File: src/rtl/xilinx_led_pkg.sv
// Shared types for the status LED controller: per-channel LED modes and FSM states.
package xilinx_led_pkg;

  typedef enum logic [1:0] {
    LedOff   = 2'd0,
    LedOn    = 2'd1,
    LedBlink = 2'd2,
    LedPwm   = 2'd3
  } led_mode_e;

  typedef enum logic [1:0] {
    StLamp     = 2'd0,
    StRun      = 2'd1,
    StExitPass = 2'd2,
    StExitFail = 2'd3
  } led_state_e;

endpackage

File: src/rtl/xilinx_led_pwm.sv
// One LED channel: selects off/on/blink/PWM drive from the shared prescaler.
module xilinx_led_pwm
  import xilinx_led_pkg::*;
#(
  parameter int unsigned PWM_WIDTH = 8
) (
  input  logic [1:0]           mode_i,
  input  logic [PWM_WIDTH-1:0] duty_i,
  input  logic [PWM_WIDTH-1:0] cnt_i,
  input  logic                 blink_i,
  output logic                 led_o
);

  always_comb begin
    led_o = 1'b0;
    case (led_mode_e'(mode_i))
      LedOff:   led_o = 1'b0;
      LedOn:    led_o = 1'b1;
      LedBlink: led_o = blink_i;
      LedPwm:   led_o = (cnt_i < duty_i);
      default:  led_o = 1'b0;
    endcase
  end

endmodule

File: src/rtl/xilinx_status_led_ctrl.sv
// Status LED controller: post-reset lamp test, per-channel run modes and sticky
// program-exit indication (solid on for pass, blinking exit code for fail).
module xilinx_status_led_ctrl
  import xilinx_led_pkg::*;
#(
  parameter int unsigned NUM_LEDS    = 4,
  parameter int unsigned CNT_WIDTH   = 27,
  parameter int unsigned PWM_WIDTH   = 8,
  parameter int unsigned LAMP_CYCLES = 1000
) (
  input  logic                          clk_i,
  input  logic                          rst_i,
  input  logic [2*NUM_LEDS-1:0]         mode_i,
  input  logic [PWM_WIDTH*NUM_LEDS-1:0] duty_i,
  input  logic                          exit_valid_i,
  input  logic [31:0]                   exit_value_i,
  output logic [NUM_LEDS-1:0]           led_o,
  output logic                          heartbeat_o
);

  localparam int unsigned LampW = (LAMP_CYCLES > 1) ? $clog2(LAMP_CYCLES) : 1;
  localparam logic [LampW-1:0] LampLast =
      LampW'((LAMP_CYCLES > 0) ? LAMP_CYCLES - 1 : 0);
  localparam led_state_e ResetState = (LAMP_CYCLES == 0) ? StRun : StLamp;

  led_state_e          state_q, state_d;
  logic [CNT_WIDTH-1:0] cnt_q, cnt_d;
  logic [LampW-1:0]    lamp_q, lamp_d;
  logic [31:0]         exit_q, exit_d;
  logic                pending_q, pending_d;
  logic                exit_prev_q;
  logic [NUM_LEDS-1:0] led_q, led_d;
  logic                hb_q;

  logic [NUM_LEDS-1:0] run_led;
  logic [NUM_LEDS-1:0] fail_pat;
  logic                accept;
  logic                pend_now;
  logic [31:0]         code_now;

  for (genvar i = 0; i < NUM_LEDS; i++) begin : g_ch
    xilinx_led_pwm #(
      .PWM_WIDTH(PWM_WIDTH)
    ) u_ch (
      .mode_i (mode_i[2*i +: 2]),
      .duty_i (duty_i[PWM_WIDTH*i +: PWM_WIDTH]),
      .cnt_i  (cnt_q[PWM_WIDTH-1:0]),
      .blink_i(cnt_q[CNT_WIDTH-1]),
      .led_o  (run_led[i])
    );
  end

  // Exit edges are only taken before an exit state is reached.
  assign accept   = exit_valid_i & ~exit_prev_q & ((state_q == StLamp) | (state_q == StRun));
  assign pend_now = pending_q | accept;
  assign code_now = accept ? exit_value_i : exit_q;
  // A nonzero code with no visible low bits blinks every LED instead.
  assign fail_pat = (exit_q[NUM_LEDS-1:0] == '0) ? '1 : exit_q[NUM_LEDS-1:0];

  always_comb begin
    cnt_d     = cnt_q + CNT_WIDTH'(1);
    exit_d    = code_now;
    pending_d = pend_now;
    state_d   = state_q;
    lamp_d    = lamp_q;
    case (state_q)
      StLamp: begin
        if (lamp_q == LampLast) begin
          if (pend_now) begin
            state_d   = (code_now == 32'd0) ? StExitPass : StExitFail;
            pending_d = 1'b0;
          end else begin
            state_d = StRun;
          end
        end else begin
          lamp_d = lamp_q + LampW'(1);
        end
      end
      StRun: begin
        if (pend_now) begin
          state_d   = (code_now == 32'd0) ? StExitPass : StExitFail;
          pending_d = 1'b0;
        end
      end
      default: ;
    endcase
  end

  always_comb begin
    led_d = '0;
    case (state_q)
      StLamp:     led_d = '1;
      StRun:      led_d = run_led;
      StExitPass: led_d = '1;
      StExitFail: led_d = cnt_q[CNT_WIDTH-3] ? fail_pat : '0;
      default:    led_d = '0;
    endcase
  end

  always_ff @(posedge clk_i or posedge rst_i) begin
    if (rst_i) begin
      state_q     <= ResetState;
      cnt_q       <= '0;
      lamp_q      <= '0;
      exit_q      <= '0;
      pending_q   <= 1'b0;
      exit_prev_q <= 1'b0;
      led_q       <= '0;
      hb_q        <= 1'b0;
    end else begin
      state_q     <= state_d;
      cnt_q       <= cnt_d;
      lamp_q      <= lamp_d;
      exit_q      <= exit_d;
      pending_q   <= pending_d;
      exit_prev_q <= exit_valid_i;
      led_q       <= led_d;
      hb_q        <= cnt_q[CNT_WIDTH-1];
    end
  end

  assign led_o       = led_q;
  assign heartbeat_o = hb_q;

endmodule

File: config.mk
export PLATFORM = sky130hd
export DESIGN_NAME = xilinx_status_led_ctrl
export DESIGN_NICKNAME = d
export VERILOG_FILES = /design/src/rtl/xilinx_led_pkg.sv /design/src/rtl/xilinx_led_pwm.sv /design/src/rtl/xilinx_status_led_ctrl.sv
export SDC_FILE = /design/constraint.sdc
export NUM_CORES = 1
export LEC_CHECK = 0
export ABC_AREA = 1
export CORE_MARGIN = 2
export CORE_UTILIZATION = 30
export CTS_CLUSTER_SIZE = 28
export DETAILED_ROUTE_END_ITERATION = 16
export PLACE_DENSITY = 0.55
export SYNTH_ARGS = -nofsm -noshare
export SYNTH_HDL_FRONTEND = slang
export SYNTH_HIERARCHICAL = 1
export SYNTH_SLANG_ARGS = --single-unit
File: constraint.sdc
create_clock -name clk_i -period 6 [get_ports clk_i]
set_input_delay 0.6 -clock clk_i [delete_from_list [all_inputs] [get_ports clk_i]]
set_output_delay 0.6 -clock clk_i [all_outputs]
set_load 0.02 [all_outputs]
Yosys cells after proc, flatten, opt, wreduce, memory -nomap -nowiden
Cells that the tools add are included.

cells by class
  add/sub/neg operators = 2
  $lt $le $gt $ge = 4
  equal/unequal tests = 18
  muxes and demuxes = 15
  bitwise gates (word level) = 6
  reduce and logical (&&, ||, !) cells = 11

operators with widths
  kind                                                              number
  32-bit zero test                                                  1
  8-bit < comparator                                                4
  32-bit 2-to-1 mux                                                 1
  27-bit by 1-bit adder with 27-bit output (second input constant)  1
  2-bit == test (second input constant)                             10
  1-bit one-hot mux with 4 select lines                             4
  4-bit one-hot mux with 3 select lines                             1
  10-bit by 1-bit adder with 10-bit output (second input constant)  1
  10-bit == test (second input constant)                            1
  2-bit by 1-bit == test with 1-bit output (second input constant)  5
  2-bit zero test                                                   5
  4-bit 2-to-1 mux                                                  2
  2-bit 2-to-1 mux                                                  3
  4-bit zero test                                                   1
  2-bit one-hot mux with 2 select lines                             1
  3-bit AND reduction                                               1
  1-bit bitwise AND                                                 2
  1-bit 2-to-1 mux                                                  2
  2-bit by 1-bit != test with 1-bit output (second input constant)  1
  2-bit != test (second input constant)                             1
  1-bit inverter                                                    2
  1-bit bitwise OR                                                  2
  1-bit one-hot mux with 2 select lines                             1
  2-bit AND reduction                                               1
  other kinds (2)                                                   2

storage, ports and cells
  bits in registers = 78
  bits of input ports = 75
  output and inout bits = 5
  logic and storage cells = 64

Logic depth before layout (Yosys ltp)
  depth after elaboration = 9
  mapped depth = 12

Hierarchy
Netlist, hierarchy kept.

modules (own cells, without submodules)
  module                  times used  cells an instance  area an instance (sq um)  seq. area each (sq um)
  xilinx_status_led_ctrl  1           400                3533.4                    1951.9
  xilinx_led_pwm          4           38                 217.7                     0.0

Worst setup path after synthesis
Ideal clock, no wire load.

  path type = input to register
  start = input port exit_valid_i
  end = register state_q[0]
  library setup time = 0.117 ns
  data arrival time = 1.609 ns
  slack = 4.274 ns
  stages on the path = 12
  buffers on the path = 3
  path through = buf_2 nand2_2 buf_6 buf_6 nand2_1 nand2_1 nor2_1 nand2_1 nor2_1 nand3_1 nor2_1 nor2_1

between the ends
  word-level cells in the longest chain between the ends = 8

ends and longest elaborated chain
  what                                     RTL line                                                    text
  from (decl)                              xilinx_status_led_ctrl.sv:15                                input logic exit_valid_i,
  1-bit bitwise AND * (2 in series)        xilinx_status_led_ctrl.sv:54                                assign accept = exit_valid_i & ~exit_prev_q & ((state_q == StLamp) | (state_q == StRun));
  32-bit 2-to-1 mux *                      xilinx_status_led_ctrl.sv:56                                assign code_now = accept ? exit_value_i : exit_q;
  via code_now[18]                         xilinx_status_led_ctrl.sv:39                                logic [31:0] code_now;
  32-bit zero test *                       xilinx_status_led_ctrl.sv:70, xilinx_status_led_ctrl.sv:81
  1-bit 2-to-1 mux *                       xilinx_status_led_ctrl.sv:70, xilinx_status_led_ctrl.sv:81
  2-bit 2-to-1 mux                         xilinx_status_led_ctrl.sv:69                                if (pend_now) begin
  2-bit 2-to-1 mux                         xilinx_status_led_ctrl.sv:68                                if (lamp_q == LampLast) begin
  2-bit one-hot mux with 2 select lines *  xilinx_status_led_ctrl.sv:66                                case (state_q)
  to (signal assigned)                     xilinx_status_led_ctrl.sv:102                               state_q <= ResetState;
  to (signal assigned)                     xilinx_status_led_ctrl.sv:111                               state_q <= state_d;
  to (decl)                                xilinx_status_led_ctrl.sv:26                                led_state_e state_q, state_d;

Mark *: on every way through the listed nets, which the timed path passes. The rest lies on a longest branch. The select of a mux whose other input is x is not followed.
A chain may end at the register's enable or synchronous reset.

Final worst setup path
Same ends and word-level chain as after synthesis.

==> results.toml <==
[power_and_ir_drop]
clock_power_share_pct = 49.2
pwr-share-seq_pct = 43.5
pwr_density_cell_nw_per_um2 = 213
comb_power_share_pct = 7.4
swShare_pct = 20.9
power.internal_mw = 0.958
p_sw_mw = 0.253
p_leak_nw = 2.94
max-vdd-ir-drop_mv = 0.133
finalPower_mw = 1.21

[clock_network]
cts_tree = "done"
cts_num_sinks = 78
ctsLongestPathBuffers = 2
cts_resized = 0
htree_num_levels = 3
cts_inserted_buffers = 9
cts_setup_buffers = 0
path_clk_slew_ns = 0.06
root_buffer = "clkbuf_16"
clock_latency_ns = 0.33
ctsHoldBuffers = 0

[routing]
post_drt_wl_per_cell_um = 12.0
drt_iter0_markers = 142
dr_total_vias = 3632
ant_nets = 0
routed_via_density = 4.41
drc = 0
wl_mm = 9.86
drtPass1Iterations = 4

[run_status]
outcome = "finished, final reports clean"

[timing]
setup_viol = 0
hold_violations = 0
worst_slew_pin_slew_ns = 0.975
fmax_ghz = 0.358
skew_ns = 0.00755
min_period_ns = 2.79
post-route-period-util_pct = 46.5
maxSlewHeadroom_pct = 35.0
rsz0062_at_grt = "false"
fin_tns_setup_ns = 0
slew_viol_final = 0

[synth]
synth.net_count = 657
netlist_instances = 552
synthArstFlopShare_pct = 100
yosys.area.top_type_share_pct = 44.3
synth_common_cells = "nand2_1, inv_1, dfrtp_1"
ys_types = 25
synth_ff_type = "dfrtp_1"
yosysWarnings = 6
yosys_register_bits = 78
syn_area_sq_um = 4400
synth_top_area_cell = "dfrtp_1"
synth_edf_count = 0
ys_top_cells_by_area = "dfrtp_1, nand2_1, ha_1"
yosysSeqAreaShare_pct = 44.3
yosysMostFrequentCell = "nand2_1"
avgSynthCellArea_sq_um = 7.98

[global_route]
antenna_found_initial = 0
grt_max_degree = 79
grt_pass1_vias = 3720
grt_usage_pct = 13.1
overflow = 0
grt_pass1_wl_mm = 17.0

[critical_path]
required_ns = 6.23
cp-start-kind = "input pin"
worst_setup_path_end_kind = "register"
worst_ep_arrival_time_ns = 3.02
r2r-end = "state_q[0]"
path_max_fanout = 38
r2r_cells = 11
critPathKind = "in -> reg"
cp-startpoint = "exit_valid_i"
r2r_slack_ns = 3.68
r2r-start = "state_q[1]"
endpoint = "state_q[0]"

[floorplan]
core_sq_um = 14400
dieArea_sq_um = 15700
io_pins = 80
die_y_um = 125
start_util_pct = 30.5
rows = 44
die_w_um = 125

[placed_design]
dp.cells = 807
hpwl_mm = 7.43
place.gp.congestion = 0.770
portBuffers = 79

[run]
cap_violations = 0

[final_layout]
seqCellArea_sq_um = 1950
multi_input_area_sq_um = 2040
stdcell_count = 823
antenna_cells = 0
nets = 739
drive_above_1_share_pct = 4.54
syn2layout_area_growth_pct = 29.4
n_fill_cell = 1481

[hold_path]
hp-class = "reg -> reg"
worst_hold_path.num_cells = 1
worstHoldStart = "cnt_q[14]"
==> per-layer routing <==
| layer | vias to the layer above | global-route usage [%] | wire (um) |
|---|---|---|---|
| met2 | 45 | 22.6 | 4850 |
| li1 | 1891 | - | - |
| met5 | - | 0 | 0 |
| met1 | 1689 | 16.9 | 4660 |
| met3 | 7 | 2.70 | 280 |
| met4 | 0 | 3.01 | 62 |
==> power by group through the flow <==
stage | clock, mW | sequential, mW | combinational [mW]
floorplan | 0 | 0.536 | 0.0310
global placement | 0 | 0.536 | 0.0894
detailed placement | 0 | 0.536 | 0.0907
CTS | 0.609 | 0.526 | 0.0914
global route | 0.632 | 0.526 | 0.100
finish | 0.596 | 0.527 | 0.0893
==> registers in the layout, indices dropped and copies added, names as in the netlist <==
name         cells
cnt_q           27
state_q          2
led_o            4
exit_prev_q      1
exit_q          32
pending_q        1
lamp_q          10
heartbeat_o      1
==> final cells by class <==
class | count | share of cell area [%]
clock buffers | 10 | 4.19
clock inverters | 6 | 1.65
inverters | 92 | 6.08
multi-input cells | 373 | 35.8
flip-flops and latches | 78 | 34.2
well taps | 184 | 4.04
repair buffers | 80 | 14.0
==> metrics by stage <==
stage | setup slack (ns) | area (sq um) | hold slack (ns) | util (%)
2_1_floorplan | 3.40 | 4400 | 0.439 | -
3_3_place_gp | 2.87 | 5370 | 0.453 | 37.2
3_5_place_dp | 2.79 | 5370 | 0.457 | 37.2
4_1_cts | 3.14 | 5700 | 0.471 | 39.5
5_1_grt | 2.78 | 5700 | 0.480 | 39.5
6_report | 3.21 | 5700 | 0.469 | 39.5
==> cell usage in the layout, fill, tap and decap left out, types with 6 or more instances in the layout <==
| master | count |
|---|---|
| nand2_1 | 158 |
| inv_1 | 91 |
| clkdlybuf4s50_1 | 79 |
| dfrtp_1 | 78 |
| nand3_1 | 45 |
| nor2_1 | 40 |
| ha_1 | 30 |
| xor2_1 | 26 |
| a21oi_1 | 19 |
| nor3_1 | 11 |
| clkbuf_16 | 9 |
| xnor2_1 | 7 |
| nand4_1 | 6 |
| o21ai_0 | 6 |
==> worst min path at each step <==
| stage | end | slack [ns] |
|---|---|---|
| 5_1_grt | cnt_q[14] | 0.48 |
| 3_5_place_dp | cnt_q[14] | 0.46 |
| 2_1_floorplan | exit_q[14] | 0.44 |
| 6_report | cnt_q[14] | 0.47 |
| 4_1_cts | cnt_q[14] | 0.47 |
| 3_3_place_gp | exit_q[19] | 0.45 |
==> cells by family after synthesis <==
logic type / Yosys count / synth area share (%)
fa+ha+maj: 30 / 8.52
buf+inv: 101 / 9.37
compound gates: 35 / 4.55
simple gates: 275 / 26.7
flops: 78 / 44.3
xor+xnor: 33 / 6.56
==> critical path, stage by stage <==
cell and delay (ns):
clkdlybuf4s50_1 0.73, nand2_2 0.66, inv_1 0.34, nand2_1 0.13, nand2_1 0.08, nor2_1 0.11, nand2_1 0.05, nor2_1 0.10
nand2_1 0.06, nor2_1 0.09, nor2_1 0.04
No activity file was read; power rests on OpenSTA's default activity.
